[src/rtl/ram_wide_port.sv]
// Wide-element sequencer in front of a single-port word RAM.
// Ports: clk, rst (sync, active-high), start/op/idx/data_in request,
// data_out/busy/done status, mem_rd/mem_wr/mem_addr/mem_din/mem_dout
// toward genram.
module ram_wide_port #(
  parameter  int AW  = 6,
  parameter  int DW  = 64,
  parameter  int LNW = 2,
  parameter  int IW  = AW - LNW,
  localparam int NW  = 1 << LNW
) (
  input  logic             clk,
  input  logic             rst,
  input  logic             start,
  input  logic             op,
  input  logic [IW-1:0]    idx,
  input  logic [NW*DW-1:0] data_in,
  output logic [NW*DW-1:0] data_out,
  output logic             busy,
  output logic             done,
  output logic             mem_rd,
  output logic             mem_wr,
  output logic [AW-1:0]    mem_addr,
  output logic [DW-1:0]    mem_din,
  input  logic [DW-1:0]    mem_dout
);

  typedef enum logic [1:0] {
    IDLE,
    ISSUE,
    DRAIN,
    DONE
  } state_e;

  state_e           state_q, state_d;
  logic             op_q, op_d;
  logic [IW-1:0]    idx_q, idx_d;
  logic [NW*DW-1:0] wdata_q, wdata_d;
  logic [LNW-1:0]   k_q, k_d;
  logic [LNW-1:0]   k_nx;
  logic             busy_q, busy_d;
  logic             done_q, done_d;
  logic             rd_q, rd_d;
  logic             wr_q, wr_d;
  logic [AW-1:0]    addr_q, addr_d;
  logic [DW-1:0]    din_q, din_d;
  logic [NW*DW-1:0] dout_q, dout_d;
  // A read sampled by the RAM at this edge returns data next cycle;
  // remember which slice it belongs to.
  logic             cap_vld_q, cap_vld_d;
  logic [LNW-1:0]   cap_idx_q, cap_idx_d;

  assign k_nx = k_q + LNW'(1);

  always_comb begin
    state_d   = state_q;
    op_d      = op_q;
    idx_d     = idx_q;
    wdata_d   = wdata_q;
    k_d       = k_q;
    busy_d    = 1'b0;
    done_d    = 1'b0;
    rd_d      = 1'b0;
    wr_d      = 1'b0;
    addr_d    = addr_q;
    din_d     = din_q;
    cap_vld_d = rd_q;
    cap_idx_d = addr_q[LNW-1:0];
    dout_d    = dout_q;

    if (cap_vld_q) begin
      dout_d[cap_idx_q*DW +: DW] = mem_dout;
    end

    unique case (state_q)
      IDLE: begin
        if (start) begin
          state_d = ISSUE;
          op_d    = op;
          idx_d   = idx;
          wdata_d = data_in;
          k_d     = '0;
          busy_d  = 1'b1;
          rd_d    = ~op;
          wr_d    = op;
          addr_d  = {idx, {LNW{1'b0}}};
          if (op) begin
            din_d = data_in[DW-1:0];
          end
        end
      end
      ISSUE: begin
        busy_d = 1'b1;
        if (k_q == LNW'(NW - 1)) begin
          state_d = op_q ? DONE : DRAIN;
          done_d  = op_q;
        end else begin
          k_d    = k_nx;
          rd_d   = ~op_q;
          wr_d   = op_q;
          addr_d = {idx_q, k_nx};
          if (op_q) begin
            din_d = wdata_q[k_nx*DW +: DW];
          end
        end
      end
      DRAIN: begin
        busy_d  = 1'b1;
        done_d  = 1'b1;
        state_d = DONE;
      end
      DONE: begin
        state_d = IDLE;
      end
    endcase
  end

  always_ff @(posedge clk) begin
    if (rst) begin
      state_q   <= IDLE;
      op_q      <= 1'b0;
      idx_q     <= '0;
      wdata_q   <= '0;
      k_q       <= '0;
      busy_q    <= 1'b0;
      done_q    <= 1'b0;
      rd_q      <= 1'b0;
      wr_q      <= 1'b0;
      addr_q    <= '0;
      din_q     <= '0;
      dout_q    <= '0;
      cap_vld_q <= 1'b0;
      cap_idx_q <= '0;
    end else begin
      state_q   <= state_d;
      op_q      <= op_d;
      idx_q     <= idx_d;
      wdata_q   <= wdata_d;
      k_q       <= k_d;
      busy_q    <= busy_d;
      done_q    <= done_d;
      rd_q      <= rd_d;
      wr_q      <= wr_d;
      addr_q    <= addr_d;
      din_q     <= din_d;
      dout_q    <= dout_d;
      cap_vld_q <= cap_vld_d;
      cap_idx_q <= cap_idx_d;
    end
  end

  assign data_out = dout_q;
  assign busy     = busy_q;
  assign done     = done_q;
  assign mem_rd   = rd_q;
  assign mem_wr   = wr_q;
  assign mem_addr = addr_q;
  assign mem_din  = din_q;

endmodule

[config.mk]
export PLATFORM = sky130hd
export DESIGN_NAME = ram_wide_port
export DESIGN_NICKNAME = d
export VERILOG_FILES = /design/src/rtl/ram_wide_port.sv
export SDC_FILE = /design/constraint.sdc
export NUM_CORES = 1
export LEC_CHECK = 0
export ABC_CLOCK_PERIOD_IN_PS = 2100
export BUFFER_PORTS_ARGS = -buffer_cell sky130_fd_sc_hd__buf_4
export CELL_PAD_IN_SITES_DETAIL_PLACEMENT = 0
export CELL_PAD_IN_SITES_GLOBAL_PLACEMENT = 1
export CORE_AREA = 5 5 265 267
export DETAILED_ROUTE_END_ITERATION = 6
export DIE_AREA = 0 0 270 272
export GPL_ROUTABILITY_DRIVEN = 0
export PLACE_DENSITY_LB_ADDON = 0.1
export SETUP_SLACK_MARGIN = 0.15
export SYNTH_ARGS = -nofsm -noshare
export SYNTH_HDL_FRONTEND = slang
export SYNTH_SLANG_ARGS = --single-unit
export TNS_END_PERCENT = 100
[constraint.sdc]
create_clock -name clk -period 2.1 [get_ports clk]
set_clock_uncertainty 0.1 [all_clocks]
set_input_delay 0.105 -clock clk [delete_from_list [all_inputs] [get_ports clk]]
set_output_delay 0.105 -clock clk [all_outputs]
set_load 0.02 [all_outputs]
==> impl_metrics.json <==
{
  "outcome": "complete, no violations",
  "clkSlewWorstSetupHoldPaths_ns": 0.06,
  "start_util": 0.346,
  "dp_hpwl_um": 65100,
  "cpMaxStageDelayCell": "dfxtp_4",
  "end_kind": "flop",
  "path_cells": "inv_4 > ha_4 > mux2_4 > nand4_4 > clkbuf_16 > buf_16 > a2111oi_4 > nor3_1",
  "syn_avg_cell_area_um2": 8.83,
  "hold_violations": 0,
  "first_global_vias": 22900,
  "critical-path-top-delay-family": "buffers and inverters",
  "ctsLongestPathBuffers": 3,
  "cpPeakStageDelay_ns": 0.38,
  "pin_count": 658,
  "vias_per_cell": 5.08,
  "netlist_instances": 2656,
  "area_growth_pct": 58.0,
  "antenna_found_initial": 8,
  "seq_area_frac_synth": 0.509,
  "utilization": 0.546,
  "layout_min_cycle_time_ns": 1.98,
  "cts_tree": "done",
  "critPathRequiredTime_ns": 2.44,
  "crit_path_start_kind": "flop",
  "synth_nets": 2995,
  "max_freq_mhz": 506,
  "die_h_um": 272,
  "finalWorstSetupSlack_ns": 0.123,
  "grt_max_degree": 68,
  "register_area_mm2": 0.0119,
  "multi_input_area_mm2": 0.0115,
  "rows": 96,
  "met2WireLength_um": 49100,
  "drt_iter0_markers": 1593,
  "whs_path_depth": 4,
  "core_mm2": 0.0679,
  "first_pass_iters": 5,
  "via_count": 23100,
  "rr_startpoint": "state_q[0]$_SDFFE_PP0P_",
  "hold_path.class": "in -> reg",
  "dieArea_mm2": 0.0734,
  "crit_start": "state_q[0]$_SDFFE_PP0P_",
  "ir_worst_vdd_mv": 0.643,
  "maxSlewHeadroom": 0.658,
  "clk_latency_ns": 0.59,
  "p_leak_uw": 0.0144,
  "synth_cell_types": 41,
  "clock_sinks": 596,
  "synth_enable_flop_cells": 0,
  "ant_nets": 0,
  "place_ws_ns": -0.00907,
  "setup_viol": 0,
  "crit_type": "reg -> reg",
  "power.density_mw_per_mm2": 1090,
  "layout-drive-gt1-share": 0.305,
  "synth.cell_area_mm2": 0.0234,
  "worst_slew_pin_slew_ns": 0.512,
  "portBuffers": 657,
  "num-fill-cells": 6086,
  "arrival_ns": 2.32,
  "path_max_fanout": 6,
  "wl_met3_um": 5680,
  "synth_flop_cell": "dfxtp_1",
  "max_cap_violations": 0,
  "yosysWarnings": 0,
  "drt-met1-wl_um": 40300,
  "finalPower_uw": 40500,
  "grt_setup_unrepaired": "yes",
  "drv_slew": 0,
  "wl_um": 97900,
  "crit_cells": 8,
  "die_x_um": 270,
  "r2r_cells": 8,
  "hp-start": "data_in[175]",
  "cts-root-buf": "clkbuf_16",
  "crit_buf_inv": 3,
  "grt_pass1_wl_um": 142000,
  "final_nets": 3964,
  "ys_ff_latch": 596,
  "synthArstFlopShare": 0,
  "tns_ns": 0,
  "period_share": 0.941,
  "htreeDepth": 3,
  "post_drt_wl_per_cell_um": 21.5,
  "drc_errors": 0,
  "overflow": 0,
  "numCtsBuffers": 69,
  "globalRouteTotalUtil": 0.243,
  "dr.max_layer_used": "met5"
}
-- through the flow --
| stage | cell area, um^2 | cells | hold WS (ns) |
|---|---|---|---|
| after floorplan | 23500 | 2656 | 0.139 |
| after global placement | 29800 | 4054 | 0.257 |
| after detailed placement | 29800 | 4054 | 0.263 |
| after CTS | 35500 | 4506 | 0.183 |
| after global routing | 37000 | 4550 | 0.217 |
| final | 37100 | 4555 | 0.219 |
-- per-layer routing --
layer  GRT usage  vias to the layer above
met1       0.300                    11300
li1            -                    11100
met5           0                        -
met4      0.0755                        4
met2       0.426                      694
met3      0.0507                      138
-- placed cells by master (no fill, tap or decap), types with 5 or more instances in the layout --
| cell type | n |
|---|---|
| buf_6 | 7 |
| nor2b_1 | 5 |
| a22oi_2 | 60 |
| nor3_1 | 57 |
| clkbuf_8 | 5 |
| ha_4 | 5 |
| mux2i_1 | 132 |
| dlygate4sd3_1 | 330 |
| a21oi_1 | 268 |
| a2111oi_4 | 61 |
| clkinv_2 | 9 |
| buf_4 | 707 |
| nor3_2 | 11 |
| buf_12 | 55 |
| buf_16 | 8 |
| clkbuf_1 | 19 |
| nor2_2 | 61 |
| ha_1 | 5 |
| clkbuf_16 | 87 |
| dfxtp_1 | 591 |
| nor2_1 | 398 |
| nand2_1 | 525 |
| a22oi_1 | 194 |
| diode_2 | 8 |
-- repair_timing --
item                       CTS  global route
hold endpoints to repair   590             0
hold buffers               330             0
gates cloned                 4            19
setup endpoints to repair  214           187
pin swaps                    1            59
setup buffers                7            22
gates resized for setup     33           102
-- final timing paths --
kind,to,slack [ns]
max reg2reg,mem_din[19]$_SDFFE_PP0P_,0.12
max,mem_din[19]$_SDFFE_PP0P_,0.12
min reg2reg,wdata_q[124]$_SDFFE_PP0P_,0.35
min,wdata_q[175]$_SDFFE_PP0P_,0.22
-- synthesized netlist by cell type, types with 6 or more instances --
| master | instances | area [um^2] |
|---|---|---|
| a2111oi_2 | 59 | 886 |
| a21oi_1 | 268 | 1340 |
| a22oi_1 | 194 | 1460 |
| a22oi_2 | 60 | 751 |
| buf_1 | 17 | 63.8 |
| buf_2 | 54 | 270 |
| buf_6 | 12 | 135 |
| clkbuf_1 | 140 | 526 |
| dfxtp_1 | 596 | 11900 |
| ha_1 | 11 | 138 |
| inv_1 | 6 | 22.5 |
| mux2i_1 | 132 | 1320 |
| nand2_1 | 530 | 1990 |
| nor2_1 | 399 | 1500 |
| nor2_2 | 60 | 375 |
| nor3_1 | 68 | 340 |
-- state kept, by name (all words and copies together), names as in the netlist --
signal / flops
state_q: 2
mem_addr: 5
op_q: 1
mem_rd: 1
busy: 1
done: 1
cap_vld_q: 1
mem_wr: 1
k_q: 1
cap_idx_q: 2
mem_din: 64
data_out: 256
wdata_q: 256
idx_q: 4
-- logic make-up (layout without fill, tap and decap cells) --
kind of cell,Yosys count,after routing,share of synthesized area
other,0,8,0
buffers and inverters,232,1241,0.0443
AOI/OAI and AO/OA,598,598,0.195
adders and majority gates,11,11,0.00587
DFF,596,596,0.509
and+or+nand+nor,1086,1086,0.189
muxes,133,133,0.0568
-- worst register-to-register path, cell delays in order, from the launching register on --
cell and delay (ns):
dfxtp_4 0.38, inv_4 0.06, ha_4 0.16, mux2_4 0.21
nand4_4 0.13, clkbuf_16 0.22, buf_16 0.16, a2111oi_4 0.33
nor3_1 0.10
-- area by class of cell --
cell class                      count  area share
Inverter                            6    0.000810
Antenna cell                        8    0.000540
Sequential cell                   596       0.322
Tap cell                          882      0.0298
Clock inverter                     14     0.00294
Clock buffer                       97      0.0531
Timing Repair Buffer             1124       0.281
Multi-Input combinational cell   1828       0.309
-- power breakdown --
part           total [uW]  leakage [uW]  internal [uW]  switching [uW]
logic               15000       0.00853           6670            8340
clock network       11300       0.00102           6610            4700
registers           14200       0.00486          13100            1120
total               40500        0.0144          26400           14200
Note: power is estimated with default switching activity, not from simulation.
